===== config.mk =====
export PLATFORM = sky130hd
export DESIGN_NAME = gsau_multi_dispatch_flat
export DESIGN_NICKNAME = d
export VERILOG_FILES = /design/src/rtl/sys_arr_pkg.sv /design/src/rtl/gsau_multi_dispatch_if.sv /design/src/rtl/rr_arbiter.sv /design/src/rtl/sync_fifo.sv /design/src/rtl/gsau_multi_dispatch.sv /design/src/flat_wrapper.sv
export SDC_FILE = /design/constraint.sdc
export NUM_CORES = 1
export LEC_CHECK = 0
export BUFFER_PORTS_ARGS = -buffer_cell sky130_fd_sc_hd__buf_4
export CAP_MARGIN = 5
export CORE_ASPECT_RATIO = 1.25
export CORE_MARGIN = 4
export CORE_UTILIZATION = 40
export DETAILED_ROUTE_END_ITERATION = 7
export SLEW_MARGIN = 25
export SYNTH_ARGS = -nofsm -noshare
export SYNTH_HDL_FRONTEND = slang
export SYNTH_SLANG_ARGS = --single-unit

===== constraint.sdc =====
create_clock -name CLK -period 3.4 [get_ports CLK]
set_clock_uncertainty 0.1 [all_clocks]
set_input_delay 0.17 -clock CLK [delete_from_list [all_inputs] [get_ports CLK]]
set_output_delay 0.17 -clock CLK [all_outputs]
set_load 0.1 [all_outputs]

===== src/rtl/sys_arr_pkg.sv =====
// sys_arr_pkg: shared types for the systolic-array control units.
// Holds the per-array weight-load state and a selector-width helper.
package sys_arr_pkg;

    typedef enum logic [1:0] {
        EMPTY,
        LOADING,
        READY
    } gsau_arr_state_t;

    function automatic int sel_bits(input int n);
        return (n > 1) ? $clog2(n) : 1;
    endfunction

endpackage


===== src/rtl/gsau_multi_dispatch_if.sv =====
// gsau_multi_dispatch_if: scoreboard issue and writeback handshakes.
// master = scoreboard/writeback side, slave = the dispatcher.
interface gsau_multi_dispatch_if #(
    parameter int ENTRY_BITS = 8,
    parameter int SEL_BITS   = 1,
    parameter int DATA_W     = 64
);
    logic                  sb_valid;
    logic                  sb_ready;
    logic                  sb_weight;
    logic [SEL_BITS-1:0]   sb_array;
    logic [ENTRY_BITS-1:0] sb_vdst;
    logic                  wb_valid;
    logic                  wb_output_ready;
    logic [ENTRY_BITS-1:0] wb_wbdst;
    logic [DATA_W-1:0]     wb_psum;
    logic [SEL_BITS-1:0]   wb_array;

    modport master (
        output sb_valid, sb_weight, sb_array, sb_vdst,
        output wb_output_ready,
        input  sb_ready,
        input  wb_valid, wb_wbdst, wb_psum, wb_array
    );

    modport slave (
        input  sb_valid, sb_weight, sb_array, sb_vdst,
        input  wb_output_ready,
        output sb_ready,
        output wb_valid, wb_wbdst, wb_psum, wb_array
    );
endinterface


===== src/rtl/rr_arbiter.sv =====
// rr_arbiter: one-hot grant to the lowest requester at or after ptr,
// wrapping back to index 0.
module rr_arbiter #(
    parameter int N  = 2,
    parameter int PW = 1
) (
    input  logic [N-1:0]  req,
    input  logic [PW-1:0] ptr,
    output logic [N-1:0]  grant
);
    logic found;

    // First pass covers [ptr, N-1], second pass the wrapped [0, ptr-1].
    always_comb begin
        grant = '0;
        found = 1'b0;
        for (int i = 0; i < N; i++) begin
            if (!found && req[i] && i >= int'(ptr)) begin
                grant[i] = 1'b1;
                found    = 1'b1;
            end
        end
        for (int i = 0; i < N; i++) begin
            if (!found && req[i] && i < int'(ptr)) begin
                grant[i] = 1'b1;
                found    = 1'b1;
            end
        end
    end
endmodule


===== src/rtl/sync_fifo.sv =====
// sync_fifo: single-clock FIFO with synchronous clear.
// Push is refused when full, even if a pop happens in the same cycle.
module sync_fifo #(
    parameter int FIFODEPTH = 32,
    parameter int DATAWIDTH = 8
) (
    input  logic                 CLK,
    input  logic                 nRST,
    input  logic                 clear,
    input  logic                 wen,
    input  logic                 ren,
    input  logic [DATAWIDTH-1:0] wdata,
    output logic [DATAWIDTH-1:0] rdata,
    output logic                 empty,
    output logic                 full
);
    localparam int PW = (FIFODEPTH > 1) ? $clog2(FIFODEPTH) : 1;
    localparam int CW = $clog2(FIFODEPTH + 1);

    logic [DATAWIDTH-1:0] mem_q [FIFODEPTH];
    logic [PW-1:0] wptr_q, wptr_d, rptr_q, rptr_d;
    logic [CW-1:0] cnt_q, cnt_d;
    logic push, pop;

    function automatic logic [PW-1:0] inc(input logic [PW-1:0] p);
        return (p == PW'(FIFODEPTH - 1)) ? '0 : p + 1'b1;
    endfunction

    // Occupancy flags and next pointer/count values.
    always_comb begin
        empty  = (cnt_q == '0);
        full   = (cnt_q == CW'(FIFODEPTH));
        push   = wen && !full;
        pop    = ren && !empty;
        wptr_d = push ? inc(wptr_q) : wptr_q;
        rptr_d = pop ? inc(rptr_q) : rptr_q;
        cnt_d  = cnt_q + CW'(push) - CW'(pop);
        if (clear) begin
            wptr_d = '0;
            rptr_d = '0;
            cnt_d  = '0;
        end
        rdata = mem_q[rptr_q];
    end

    // Storage array; no reset needed since reads are gated by empty.
    always_ff @(posedge CLK) begin
        if (push && !clear) mem_q[wptr_q] <= wdata;
    end

    // Pointer and count registers.
    always_ff @(posedge CLK or negedge nRST) begin
        if (!nRST) begin
            wptr_q <= '0;
            rptr_q <= '0;
            cnt_q  <= '0;
        end else begin
            wptr_q <= wptr_d;
            rptr_q <= rptr_d;
            cnt_q  <= cnt_d;
        end
    end
endmodule


===== src/rtl/gsau_multi_dispatch.sv =====
// gsau_multi_dispatch: steers weight rows and inputs to NUM_ARRAYS
// systolic arrays and round-robins their results onto one writeback.
module gsau_multi_dispatch
    import sys_arr_pkg::*;
#(
    parameter int VEGGIEREGS = 256,
    parameter int NUM_ARRAYS = 2,
    parameter int ARRAY_DIM  = 4,
    parameter int TAG_DEPTH  = 32,
    parameter int DATA_W     = 64,
    localparam int ENTRY_BITS = $clog2(VEGGIEREGS),
    localparam int SEL_BITS   = sel_bits(NUM_ARRAYS)
) (
    input  logic                         CLK,
    input  logic                         nRST,
    gsau_multi_dispatch_if.slave         bus,
    input  logic [DATA_W-1:0]            veg_vdata1,
    input  logic [DATA_W-1:0]            veg_vdata2,
    output logic [DATA_W-1:0]            sa_array_in,
    output logic [DATA_W-1:0]            sa_array_in_partials,
    output logic [NUM_ARRAYS-1:0]        sa_input_en,
    output logic [NUM_ARRAYS-1:0]        sa_partial_en,
    output logic [NUM_ARRAYS-1:0]        sa_weight_en,
    output logic                         sa_flush,
    input  logic [NUM_ARRAYS-1:0]        sa_fifo_has_space,
    input  logic [NUM_ARRAYS-1:0]        sa_out_valid,
    input  logic [NUM_ARRAYS*DATA_W-1:0] sa_array_output,
    output logic [NUM_ARRAYS-1:0]        sa_output_ready,
    input  logic                         flush,
    output logic [NUM_ARRAYS-1:0]        weights_ready,
    output logic                         err_orphan
);
    localparam int CNT_W = $clog2(ARRAY_DIM + 1);

    gsau_arr_state_t state_q [NUM_ARRAYS];
    gsau_arr_state_t state_d [NUM_ARRAYS];
    logic [CNT_W-1:0] cnt_q [NUM_ARRAYS];
    logic [CNT_W-1:0] cnt_d [NUM_ARRAYS];
    logic [SEL_BITS-1:0] rr_q, rr_d;
    logic err_q, err_d;
    logic [NUM_ARRAYS-1:0] fifo_empty, fifo_full;
    logic [NUM_ARRAYS-1:0] hit, acc_ok, req, grant;
    logic [ENTRY_BITS-1:0] fifo_rdata [NUM_ARRAYS];
    logic fire;

    assign sa_array_in          = veg_vdata1;
    assign sa_array_in_partials = veg_vdata2;
    assign sa_flush             = nRST && flush;
    assign err_orphan           = err_q;

    // Issue acceptance: only the addressed array decides sb_ready.
    always_comb begin
        for (int i = 0; i < NUM_ARRAYS; i++) begin
            hit[i]    = (SEL_BITS'(i) == bus.sb_array);
            acc_ok[i] = bus.sb_weight ? fifo_empty[i]
                      : (state_q[i] == READY && !fifo_full[i]
                         && sa_fifo_has_space[i]);
        end
        bus.sb_ready  = nRST && !flush && |(hit & acc_ok);
        fire          = bus.sb_valid && bus.sb_ready;
        sa_weight_en  = (fire && bus.sb_weight) ? hit : '0;
        sa_input_en   = (fire && !bus.sb_weight) ? hit : '0;
        sa_partial_en = sa_input_en;
    end

    // Per-array weight-load progress.
    always_comb begin
        for (int i = 0; i < NUM_ARRAYS; i++) begin
            state_d[i]       = state_q[i];
            cnt_d[i]         = cnt_q[i];
            weights_ready[i] = (state_q[i] == READY);
            if (flush) begin
                state_d[i] = EMPTY;
                cnt_d[i]   = '0;
            end else if (sa_weight_en[i]) begin
                if (state_q[i] == LOADING) begin
                    if (cnt_q[i] == CNT_W'(ARRAY_DIM - 1)) begin
                        state_d[i] = READY;
                        cnt_d[i]   = '0;
                    end else begin
                        cnt_d[i] = cnt_q[i] + 1'b1;
                    end
                end else if (ARRAY_DIM == 1) begin
                    state_d[i] = READY;
                    cnt_d[i]   = '0;
                end else begin
                    state_d[i] = LOADING;
                    cnt_d[i]   = CNT_W'(1);
                end
            end
        end
    end

    assign req = flush ? '0 : (sa_out_valid & ~fifo_empty);

    rr_arbiter #(
        .N  (NUM_ARRAYS),
        .PW (SEL_BITS)
    ) u_wb_arb (
        .req   (req),
        .ptr   (rr_q),
        .grant (grant)
    );

    // Writeback mux, pointer advance and orphan detection.
    always_comb begin
        bus.wb_valid    = |grant;
        bus.wb_wbdst    = '0;
        bus.wb_psum     = '0;
        bus.wb_array    = '0;
        rr_d            = rr_q;
        sa_output_ready = grant & {NUM_ARRAYS{bus.wb_output_ready}};
        err_d           = err_q | |(sa_out_valid & fifo_empty);
        for (int i = 0; i < NUM_ARRAYS; i++) begin
            if (grant[i]) begin
                bus.wb_wbdst = fifo_rdata[i];
                bus.wb_psum  = sa_array_output[i*DATA_W +: DATA_W];
                bus.wb_array = SEL_BITS'(i);
                if (bus.wb_output_ready) begin
                    rr_d = (i == NUM_ARRAYS - 1) ? '0
                         : SEL_BITS'(i + 1);
                end
            end
        end
    end

    for (genvar g = 0; g < NUM_ARRAYS; g++) begin : g_fifo
        sync_fifo #(
            .FIFODEPTH (TAG_DEPTH),
            .DATAWIDTH (ENTRY_BITS)
        ) u_fifo (
            .CLK   (CLK),
            .nRST  (nRST),
            .clear (flush),
            .wen   (sa_input_en[g]),
            .ren   (sa_output_ready[g]),
            .wdata (bus.sb_vdst),
            .rdata (fifo_rdata[g]),
            .empty (fifo_empty[g]),
            .full  (fifo_full[g])
        );
    end

    // Array state, row counters, round-robin pointer, sticky error.
    always_ff @(posedge CLK or negedge nRST) begin
        if (!nRST) begin
            for (int i = 0; i < NUM_ARRAYS; i++) begin
                state_q[i] <= EMPTY;
                cnt_q[i]   <= '0;
            end
            rr_q  <= '0;
            err_q <= 1'b0;
        end else begin
            for (int i = 0; i < NUM_ARRAYS; i++) begin
                state_q[i] <= state_d[i];
                cnt_q[i]   <= cnt_d[i];
            end
            rr_q  <= rr_d;
            err_q <= err_d;
        end
    end
endmodule


===== src/flat_wrapper.sv =====
// flat-port wrapper written by rule: the top's interface ports become plain ports
module gsau_multi_dispatch_flat import sys_arr_pkg::*;
#(
    parameter int VEGGIEREGS = 256,
    parameter int NUM_ARRAYS = 2,
    parameter int ARRAY_DIM  = 4,
    parameter int TAG_DEPTH  = 32,
    parameter int DATA_W     = 64,
    localparam int ENTRY_BITS = $clog2(VEGGIEREGS),
    localparam int SEL_BITS   = sel_bits(NUM_ARRAYS)
)
  (CLK, nRST, veg_vdata1, veg_vdata2, sa_array_in, sa_array_in_partials, sa_input_en, sa_partial_en, sa_weight_en, sa_flush, sa_fifo_has_space, sa_out_valid, sa_array_output, sa_output_ready, flush, weights_ready, err_orphan, bus_sb_valid, bus_sb_weight, bus_sb_array, bus_sb_vdst, bus_wb_output_ready, bus_sb_ready, bus_wb_valid, bus_wb_wbdst, bus_wb_psum, bus_wb_array);
  gsau_multi_dispatch_if #(.ENTRY_BITS((8)), .SEL_BITS((1)), .DATA_W(DATA_W)) bus_i ();
  input  logic CLK;
  input  logic nRST;
  input  logic [DATA_W-1:0] veg_vdata1;
  input  logic [DATA_W-1:0] veg_vdata2;
  output logic [DATA_W-1:0] sa_array_in;
  output logic [DATA_W-1:0] sa_array_in_partials;
  output logic [NUM_ARRAYS-1:0] sa_input_en;
  output logic [NUM_ARRAYS-1:0] sa_partial_en;
  output logic [NUM_ARRAYS-1:0] sa_weight_en;
  output logic sa_flush;
  input  logic [NUM_ARRAYS-1:0] sa_fifo_has_space;
  input  logic [NUM_ARRAYS-1:0] sa_out_valid;
  input  logic [NUM_ARRAYS*DATA_W-1:0] sa_array_output;
  output logic [NUM_ARRAYS-1:0] sa_output_ready;
  input  logic flush;
  output logic [NUM_ARRAYS-1:0] weights_ready;
  output logic err_orphan;
  input wire logic [$bits(bus_i.sb_valid)-1:0] bus_sb_valid;
  input wire logic [$bits(bus_i.sb_weight)-1:0] bus_sb_weight;
  input wire logic [$bits(bus_i.sb_array)-1:0] bus_sb_array;
  input wire logic [$bits(bus_i.sb_vdst)-1:0] bus_sb_vdst;
  input wire logic [$bits(bus_i.wb_output_ready)-1:0] bus_wb_output_ready;
  output wire logic [$bits(bus_i.sb_ready)-1:0] bus_sb_ready;
  output wire logic [$bits(bus_i.wb_valid)-1:0] bus_wb_valid;
  output wire logic [$bits(bus_i.wb_wbdst)-1:0] bus_wb_wbdst;
  output wire logic [$bits(bus_i.wb_psum)-1:0] bus_wb_psum;
  output wire logic [$bits(bus_i.wb_array)-1:0] bus_wb_array;
  assign bus_i.sb_valid = bus_sb_valid;
  assign bus_i.sb_weight = bus_sb_weight;
  assign bus_i.sb_array = bus_sb_array;
  assign bus_i.sb_vdst = bus_sb_vdst;
  assign bus_i.wb_output_ready = bus_wb_output_ready;
  assign bus_sb_ready = bus_i.sb_ready;
  assign bus_wb_valid = bus_i.wb_valid;
  assign bus_wb_wbdst = bus_i.wb_wbdst;
  assign bus_wb_psum = bus_i.wb_psum;
  assign bus_wb_array = bus_i.wb_array;
  gsau_multi_dispatch #(.VEGGIEREGS(VEGGIEREGS), .NUM_ARRAYS(NUM_ARRAYS), .ARRAY_DIM(ARRAY_DIM), .TAG_DEPTH(TAG_DEPTH), .DATA_W(DATA_W)) u_core (.CLK(CLK), .nRST(nRST), .bus(bus_i), .veg_vdata1(veg_vdata1), .veg_vdata2(veg_vdata2), .sa_array_in(sa_array_in), .sa_array_in_partials(sa_array_in_partials), .sa_input_en(sa_input_en), .sa_partial_en(sa_partial_en), .sa_weight_en(sa_weight_en), .sa_flush(sa_flush), .sa_fifo_has_space(sa_fifo_has_space), .sa_out_valid(sa_out_valid), .sa_array_output(sa_array_output), .sa_output_ready(sa_output_ready), .flush(flush), .weights_ready(weights_ready), .err_orphan(err_orphan));
endmodule

==> impl_metrics.csv, run 1 <==
group,metric,value,unit
floorplanning,dieWidth,228,um
synth,ys.flop_type,"edfxtp_1",
routing,first_iter_violations,1033,
synth,avgSynthCellArea,16.9,um2
final_layout,area_delta_synth_final,18.3,%
synth,netlist.area_leader.share,0.633,
clocking,cts_root_buf,"clkbuf_16",
global_routing,grt_overflow,0,
global_routing,antenna_found_initial,0,
place,place_congestion,0.894,
hold_path,min_path_type,"in2reg",
synth,synth_warnings,0,
final_layout,antenna_cells,0,
clocking,clock_latency,0.57,ns
global_routing,grt_max_degree,67,
synth,synthesis.area,0.0243,mm2
timing,whs,0.0322,ns
floorplanning,fp.dieH,283,um
place,pre_cts_slack,0.223,ns
hold_path,whs_endpoint,"u_core.g_fifo[1].u_fifo.rptr_q[4]$_DFFE_PN0P_",
synth,async_reset_ff_frac,0.0791,
clocking,cts.htree.levels,2,
setup_path,crit_arrival,3.10,ns
setup_path,cp-start-kind,"register",
synth,synthDistinctLibCells,63,
synth,synth_compound_area_frac,0.0651,
power,power,17.1,mW
synth,synthXorXnorAreaFrac,0.00217,
power,cellLeakagePower,9.76,nW
synth,synth_top_family_by_area,"multiplexers",
routing,firstDrtPassIters,5,
timing,fin_crit_sh,0.992,
hold_path,whs_path_depth,6,
synth,seq_area_frac_synth,0.679,
place,dp_cells,2323,
timing,slew_headroom,0.392,
power,max-vdd-ir-drop,0.000433,V
setup_path,cp-end-kind,"primary output",
routing,antenna_left,0,
synth,synth_most_common_cell,"edfxtp_1",
synth,yosys_register_bits,556,
power,power_per_cell_area,594,mW/mm2
synth,muxShareOfSynthArea,0.120,
setup_path,crit_fanout,8,
synth,synth_top_area_cell,"edfxtp_1",
place,io_buffer_count,233,
synth,synthTopCellsByArea,"edfxtp_1, mux4_2, dfrtp_1",
setup_path,cp_data_required_time,3.13,ns
floorplanning,rows,100,
timing,finalMaxSlewViolations,0,
synth,synthCells,1435,
setup_path,worstSetupPathType,"reg2out",
global_routing,grt_pass1_vias,13847,
clocking,cts_max_path_buffers,3,
routing,wl_per_cell,27.2,um
setup_path,r2r_start,"u_core.g_fifo[0].u_fifo.cnt_q[3]$_DFF_PN0_",
timing,fin_ws,0.0271,ns
outcome,status,"finished clean",
timing,rsz0062_at_grt,"true",
routing,drc,0,
routing,vias,13390,
global_routing,grt_pass1_wl,96700,um
clocking,clkSinkCount,556,
routing,drt-total-wl,66200,um
routing,viasPerCell,5.51,
floorplanning,core-area,0.0598,mm2
timing,final_hold_viol_count,0,
final_layout,layout-drive-gt1-share,0.357,
synth,synth_nets,1746,
floorplanning,die_area,0.0647,mm2
hold_path,hp-start,"bus_wb_output_ready",
setup_path,rrSetupSlack,0.26,ns
timing,finalCriticalPeriod,3.37,ns
global_routing,track_usage,0.199,
timing,fmax,296,MHz
timing,worst_pin_slew,0.908,ns
setup_path,rr_endpoint,"u_core.g_fifo[1].u_fifo.cnt_q[5]$_DFF_PN0_",
flow_run,drv_cap,0,
final_layout,fin_nets,1935,
clocking,clk_pin_slew,0.07,ns
setup_path,r2r_cells,14,
place,dpl.hpwl,46600,um
synth,synth-simple-area-share,0.0544,
synth,synth-edff-count,512,
floorplanning,ioPinCount,490,
timing,setup_viol,0,
synth,synthTopCellsByCount,"edfxtp_1, buf_4, mux4_2, nor2_1, a22o_1",
clocking,tritoncts,"yes",
final_layout,final_cells,2429,
floorplanning,start_util,0.406,
clocking,cts_buffers,50,
synth,synth_adder_area_share,0.0192,
## metrics by stage
| step | util | setup TNS, ns | instance area (um2) |
|---|---|---|---|
| after floorplan | - | 0 | 24300 |
| after global placement | 0.443 | 0 | 26500 |
| after detailed placement | 0.443 | 0 | 26500 |
| after CTS | 0.479 | -0.0137 | 28600 |
| after global routing | 0.480 | -0.112 | 28700 |
| final | 0.480 | 0 | 28700 |
## timing repair
| item | in CTS | in global routing |
|---|---|---|
| endpoints found under the hold margin | 53 | 0 |
| gates resized for setup | 71 | 12 |
| buffers inserted | 7 | 3 |
| endpoints found under the setup margin | 8 | 8 |
| hold buffers | 5 | 0 |
| pin swaps | 12 | 14 |
## layer usage
layer	global-route usage	share of wire	wire, um	up-vias
met3	0.0665	0.090	5950	150
met5	0.00893	0.0013	84	-
met4	0.0596	0.032	2130	2
met2	0.338	0.50	33300	503
met1	0.243	0.37	24700	6831
li1	-	-	-	5904
## worst max-delay path, stage by stage (launching register included)
cell,delay [ns]
dfrtp_4,0.57
buf_12,0.16
buf_12,0.13
buf_4,0.11
mux4_2,0.52
a211oi_4,0.29
nor4_2,0.08
buf_4,0.16
a221o_1,0.31
buf_12,0.18
## worst max path at each step
stage                                                   from                                    endpoint  slack (ns)  cells after the start
2_1_floorplan     u_core.g_fifo[0].u_fifo.cnt_q[2]$_DFF_PN0_  u_core.g_fifo[1].u_fifo.cnt_q[5]$_DFF_PN0_        0.32                     15
3_3_place_gp   u_core.g_fifo[0].u_fifo.rptr_q[0]$_DFFE_PN0P_                             bus_wb_wbdst[4]        0.25                      8
3_5_place_dp   u_core.g_fifo[0].u_fifo.rptr_q[0]$_DFFE_PN0P_                             bus_wb_wbdst[4]        0.22                      8
4_1_cts        u_core.g_fifo[0].u_fifo.rptr_q[0]$_DFFE_PN0P_                             bus_wb_wbdst[4]      -0.009                      7
5_1_grt        u_core.g_fifo[0].u_fifo.rptr_q[0]$_DFFE_PN0P_                             bus_wb_wbdst[6]       -0.06                      9
6_report       u_core.g_fifo[0].u_fifo.rptr_q[0]$_DFFE_PN0P_                             bus_wb_wbdst[6]        0.03                      9
## registers in the layout, summed over array words and instances (netlist names), named ones only
register and flops:
u_core.g_fifo.u_fifo.mem_q 512, u_core.g_fifo.u_fifo.cnt_q 12, u_core.g_fifo.u_fifo.rptr_q 10, u_core.g_fifo.u_fifo.wptr_q 10
u_core.cnt_q 6, u_core.state_q 4, u_core.err_orphan 1
## area by class of cell
type                    count  area (um2)
clock buffers              64        1340
clock inverters            28         264
fillers                  5020       31100
inverters                  29         109
multi-input cells         641        6730
flip-flops and latches    556       16500
well taps                 765         957
repair buffers            346        2830
## power breakdown
| group | internal (mW) | leakage [nW] | switching, mW | total, mW |
|---|---|---|---|---|
| combinational | 1.18 | 3.81 | 2.79 | 3.97 |
| clock | 3.10 | 0.755 | 2.42 | 5.52 |
| sequential | 7.53 | 5.19 | 0.0463 | 7.57 |
## logic make-up (layout without fill, tap and decap cells)
| family | count (synthesis) | after routing |
|---|---|---|
| buffers and inverters | 238 | 467 |
| muxes | 140 | 140 |
| xor gates and xnor gates | 6 | 6 |
| and+or+nand+nor | 258 | 258 |
| adders and majority gates | 36 | 36 |
| DFF | 556 | 556 |
| AOI/OAI and AO/OA | 201 | 201 |
## cell usage in the layout, fill, tap and decap left out, types with 7 or more instances in the layout
cell type / count
o21ai_0: 9
a22o_1: 72
edfxtp_1: 512
nor2_1: 93
mux2i_1: 15
a221o_1: 8
mux4_2: 120
clkbuf_1: 12
dfrtp_1: 40
a21oi_1: 21
clkinv_1: 11
nand2_1: 46
inv_1: 27
a211oi_2: 10
nand3_1: 13
buf_4: 320
clkbuf_16: 51
a22oi_1: 32
ha_1: 34
buf_12: 15
nor2b_1: 32
nand3b_1: 8
o21ai_1: 7
Power figures use the tool's default switching activity.
==> run 2, diff against run 1 <==
Settings changed: REMOVE_ABC_BUFFERS from default to 1.
==> impl_metrics.csv, run 2 (same netlist as run 1, synthesis figures left out) <==
group,metric,value,unit
floorplanning,die_area,0.0647,mm2
routing,firstDrtPassIters,4,
final_layout,final_common_cell,"edfxtp_1",
clocking,clk_pin_slew,0.06,ns
routing,first_iter_violations,1201,
power,power_per_cell_area,601,mW/mm2
place,pre_cts_slack,0.110,ns
floorplanning,start_util,0.406,
hold_path,min_path_type,"in2reg",
clocking,cts_max_path_buffers,3,
timing,worst_pin_slew,0.802,ns
routing,antenna_left,0,
setup_path,r2r_start,"u_core.g_fifo[1].u_fifo.cnt_q[2]$_DFF_PN0_",
timing,fin_ws,-0.0421,ns
timing,finalMaxSlewViolations,0,
timing,fin_crit_sh,1.01,
routing,viasPerCell,5.78,
final_layout,largest_registers,"u_core.g_fifo.u_fifo.mem_q: 512 flops, u_core.g_fifo.u_fifo.cnt_q: 12 flops",
place,io_buffer_count,233,
clocking,cts.htree.levels,2,
routing,vias,14380,
setup_path,worstSetupStartpoint,"u_core.g_fifo[0].u_fifo.rptr_q[0]$_DFFE_PN0P_",
timing,rsz0062_at_grt,"true",
power,power,17.7,mW
final_layout,num-fill-cells,4997,
final_layout,final_cell_mix,"edfxtp_1, buf_4, mux4_2",
clocking,cts_buffers,54,
setup_path,rrSetupSlack,0.30,ns
place,dpl.hpwl,93800,um
setup_path,cp_cell_sequence,"buf_12, buf_12, buf_6, mux4_2, nor2b_4, a2111oi_4, nor4_4, a221o_1, buf_12",
clocking,clock_latency,0.61,ns
routing,drt-total-wl,115000,um
floorplanning,rows,100,
outcome,violations,"negative setup slack",
setup_path,cpMostUsedCell,"buf_12",
final_layout,regMostFlops,"u_core.g_fifo.u_fifo.mem_q",
setup_path,cp-end-kind,"primary output",
place,place_congestion,1.10,
flow_run,drv_cap,0,
setup_path,r2r_cells,14,
setup_path,worstSetupPathType,"reg2out",
routing,drc,0,
outcome,status,"finished with violations",
timing,final_hold_viol_count,0,
routing,wl_per_cell,46.2,um
final_layout,fin_nets,1988,
final_layout,layout-drive-gt1-share,0.376,
setup_path,rr_endpoint,"u_core.g_fifo[1].u_fifo.cnt_q[5]$_DFF_PN0_",
setup_path,critPathCapture,"bus_wb_wbdst[7]",
timing,fin_setup_tns,-0.140,ns
global_routing,antenna_found_initial,5,
final_layout,final_cells,2487,
setup_path,cp-start-kind,"register",
power,cellLeakagePower,10.2,nW
timing,finalCriticalPeriod,3.44,ns
global_routing,grt_overflow,0,
global_routing,track_usage,0.350,
floorplanning,core-area,0.0598,mm2
setup_path,cpMaxStageDelayCell,"dfrtp_4",
clocking,cts_root_buf,"clkbuf_16",
power,max-vdd-ir-drop,0.000383,V
timing,setup_viol,5,
global_routing,grt_pass1_wl,148000,um
setup_path,crit_arrival,3.17,ns
timing,whs,0.00889,ns
floorplanning,fp.dieH,283,um
clocking,tritoncts,"yes",
clocking,clkSinkCount,556,
floorplanning,dieWidth,228,um
final_layout,antenna_cells,0,
setup_path,max_stage_delay,0.51,ns
setup_path,cp_data_required_time,3.13,ns
place,dp_cells,2352,
timing,fmax,291,MHz
final_layout,largest_reg_flops,512,
final_layout,area_delta_synth_final,21.2,%
global_routing,grt_pass1_vias,14384,
setup_path,crit_fanout,8,
timing,slew_headroom,0.463,
global_routing,grt_max_degree,65,
floorplanning,ioPinCount,490,
==> run 2: what timing repair did <==
item | in CTS | in global routing
setup endpoints to repair | 13 | 51
pin swaps | 29 | 15
setup buffers | 26 | 5
cloned | 4 | 0
hold buffers | 7 | 0
hold endpoints to repair | 65 | 0
gates resized for setup | 100 | 21
==> run 2: metal layers <==
metal	share of wire	routed length, um	track usage	up-vias
met3	0.20	23400	0.322	196
met5	0.0022	253	0.0417	-
met4	0.098	11200	0.255	14
met2	0.45	51400	0.536	843
li1	-	-	-	6028
met1	0.25	28700	0.270	7299
==> run 2: how the worst min path moves through the flow <==
stage | startpoint | cells after the start | slack (ns) | endpoint
after CTS | bus_sb_valid | 5 | 0.003 | u_core.g_fifo[1].u_fifo.wptr_q[0]$_DFFE_PN0P_
after detailed placement | nRST | 1 | -0.12 | u_core.g_fifo[0].u_fifo.cnt_q[4]$_DFF_PN0_
after global placement | nRST | 1 | -0.12 | u_core.g_fifo[0].u_fifo.cnt_q[4]$_DFF_PN0_
after global routing | bus_sb_vdst[0] | 1 | 0.04 | u_core.g_fifo[1].u_fifo.mem_q[24][0]$_DFFE_PP_
final | bus_sb_vdst[0] | 1 | 0.009 | u_core.g_fifo[1].u_fifo.mem_q[24][0]$_DFFE_PP_
after floorplan | nRST | 0 | -0.23 | asynchronous set/reset pin
==> run 2: stage by stage <==
stage | cell area, um2 | utilization
final | 29400 | 0.492
after floorplan | 22900 | -
after CTS | 29300 | 0.490
after detailed placement | 26700 | 0.447
after global placement | 26700 | 0.447
after global routing | 29400 | 0.492
==> run 2: cell type report <==
cell class	count	area, um2	area share
Clock buffer	68	1400	0.0477
Clock inverter	33	304	0.0103
Inverter	29	109	0.00370
Multi-Input combinational cell	641	6740	0.229
Sequential cell	556	16500	0.560
Tap cell	765	957	0.0325
Timing Repair Buffer	395	3430	0.116
==> run 2: critical path: cells and delay by family (launching register included) <==
kind                   cells  cell delay [ns]
buffers and inverters      4             0.61
AO/OA/AOI/OAI              2             0.77
flip-flops                 1             0.51
multiplexers               1             0.43
AND/OR/NAND/NOR            2             0.24
==> run 2: report_power, final <==
part	total, mW	leakage [nW]	switching (mW)	internal, mW
sequential	7.57	5.19	0.0456	7.53
clock	5.85	0.829	2.61	3.25
combinational	4.27	4.14	2.92	1.34
total	17.7	10.2	5.58	12.1
==> run 3, diff against run 2 <==
==> constraint.sdc (replaced) <==
create_clock -name CLK -period 3.4 [get_ports CLK]
set_clock_uncertainty 0.1 [all_clocks]
set_input_delay 0.51 -clock CLK [delete_from_list [all_inputs] [get_ports CLK]]
set_output_delay 0.51 -clock CLK [all_outputs]
set_load 0.05 [all_outputs]
==> impl_metrics.csv, run 3 (same netlist as run 1, synthesis figures left out) <==
group,metric,value,unit
outcome,status,"finished with violations",
outcome,violations,"negative setup slack",
routing,vias,14323,
clocking,tritoncts,"yes",
place,place_congestion,1.13,
power,power_per_cell_area,569,mW/mm2
final_layout,fin_nets,1971,
flow_run,drv_cap,0,
routing,wl_per_cell,46.1,um
setup_path,crit_arrival,3.12,ns
final_layout,fin_area,0.0296,mm2
timing,whs,0.0336,ns
setup_path,crit_fanout,7,
floorplanning,fp.dieH,283,um
floorplanning,core-area,0.0598,mm2
timing,fin_crit_sh,1.10,
floorplanning,ioPinCount,490,
place,dpl.hpwl,91800,um
timing,fin_ws,-0.330,ns
routing,first_iter_violations,1405,
timing,finalCriticalPeriod,3.73,ns
setup_path,cp-start-kind,"register",
global_routing,grt_max_degree,65,
final_layout,layout-drive-gt1-share,0.384,
routing,firstDrtPassIters,7,
setup_path,cp-end-kind,"primary output",
timing,fin_setup_tns,-2.20,ns
timing,worst_pin_slew,0.799,ns
floorplanning,start_util,0.406,
routing,viasPerCell,5.80,
timing,fmax,268,MHz
power,power,16.8,mW
final_layout,largest_reg_flops,512,
floorplanning,dieWidth,228,um
clocking,cts.htree.levels,2,
power,max-vdd-ir-drop,0.000389,V
setup_path,cp_data_required_time,2.79,ns
floorplanning,rows,100,
clocking,clock_latency,0.62,ns
hold_path,min_path_type,"in2reg",
place,dp_cells,2342,
final_layout,final_common_cell,"edfxtp_1",
setup_path,worstSetupPathType,"reg2out",
global_routing,grt_pass1_wl,146000,um
clocking,cts_root_buf,"clkbuf_16",
final_layout,finalCoreUtilization,0.494,
routing,antenna_left,0,
clocking,clkSinkCount,556,
global_routing,grt_overflow,0,
global_routing,antenna_found_initial,7,
place,place_area,0.0267,mm2
routing,drc,0,
timing,setup_viol,8,
timing,final_hold_viol_count,0,
clocking,cts_buffers,53,
timing,slew_headroom,0.467,
final_layout,regMostFlops,"u_core.g_fifo.u_fifo.mem_q",
floorplanning,die_area,0.0647,mm2
timing,finalMaxSlewViolations,0,
final_layout,area_delta_synth_final,21.8,%
final_layout,num-fill-cells,4978,
place,pre_cts_slack,-0.0412,ns
final_layout,largest_registers,"u_core.g_fifo.u_fifo.mem_q: 512 flops, u_core.g_fifo.u_fifo.cnt_q: 12 flops",
global_routing,grt_pass1_vias,14350,
clocking,clk_pin_slew,0.06,ns
clocking,cts_max_path_buffers,3,
final_layout,antenna_cells,0,
power,cellLeakagePower,10.2,nW
final_layout,final_cell_mix,"edfxtp_1, buf_4, mux4_2",
global_routing,track_usage,0.345,
place,io_buffer_count,233,
timing,rsz0062_at_grt,"true",
routing,drt-total-wl,114000,um
final_layout,final_cells,2470,
[run 3: cell types whose count changed in the layout (fill, tap and decap cells not counted), moves of 6 or more]
cell,before,now
o221ai_1,7,0
buf_4,343,315
buf_6,17,34
a22o_4,3,10
dlygate4sd3_1,7,1
a22o_1,69,62
[run 3: what timing repair did]
action,in CTS,in global routing
pin swaps,32,28
endpoints found under the setup margin,52,73
cloned,9,4
hold endpoints to repair,44,0
gates resized for setup,99,42
hold buffers,1,0
setup buffers,16,9
[run 3: cell type report]
type,count,area [um2],area share
sequential,556,16500,0.558
tap,765,957,0.0324
clock inverter,34,289,0.00977
timing repair buffer,379,3390,0.115
clock buffer,66,1380,0.0465
inverter,29,109,0.00368
multi-input combinational,641,6970,0.236
[run 3: metal layers]
layer  part of all wire  routed length [um]  global-route usage  vias to the layer above
met1               0.24               27800               0.265                     7270
met3               0.21               23400               0.316                      209
met2               0.45               51000               0.532                      827
li1                   -                   -                   -                     5999
met5             0.0027                 303              0.0439                        -
met4               0.10               11300               0.252                       18
[run 3: final timing paths]
path	to	slack (ns)	from	depth (start not counted)
max in group asynchronous	u_core.g_fifo[1].u_fifo.rptr_q[1]$_DFFE_PN0P_	2.40	nRST	3
min	u_core.err_orphan$_DFF_PN0_	0.03	sa_out_valid[0]	2
max	bus_wb_wbdst[2]	-0.33	u_core.g_fifo[0].u_fifo.rptr_q[0]$_DFFE_PN0P_	9
min reg2reg	u_core.err_orphan$_DFF_PN0_	0.39	u_core.err_orphan$_DFF_PN0_	1
min in group asynchronous	u_core.state_q[3]$_DFFE_PN0P_	0.32	nRST	3
max reg2reg	u_core.g_fifo[1].u_fifo.cnt_q[5]$_DFF_PN0_	0.29	u_core.g_fifo[0].u_fifo.cnt_q[2]$_DFF_PN0_	14
[run 3: critical path, stage by stage, from the launching register on]
cell and delay (ns):
dfrtp_4 0.52, buf_6 0.14, buf_6 0.11, mux4_2 0.50, nor2b_4 0.16, a2111oi_4 0.32, buf_4 0.19, nor4_4 0.06
a221o_1 0.32, buf_6 0.17
[run 3: report_power, final]
group          switching [mW]  internal [mW]
registers              0.0494           7.53
logic                    2.13           1.46
clock network            2.62           3.06
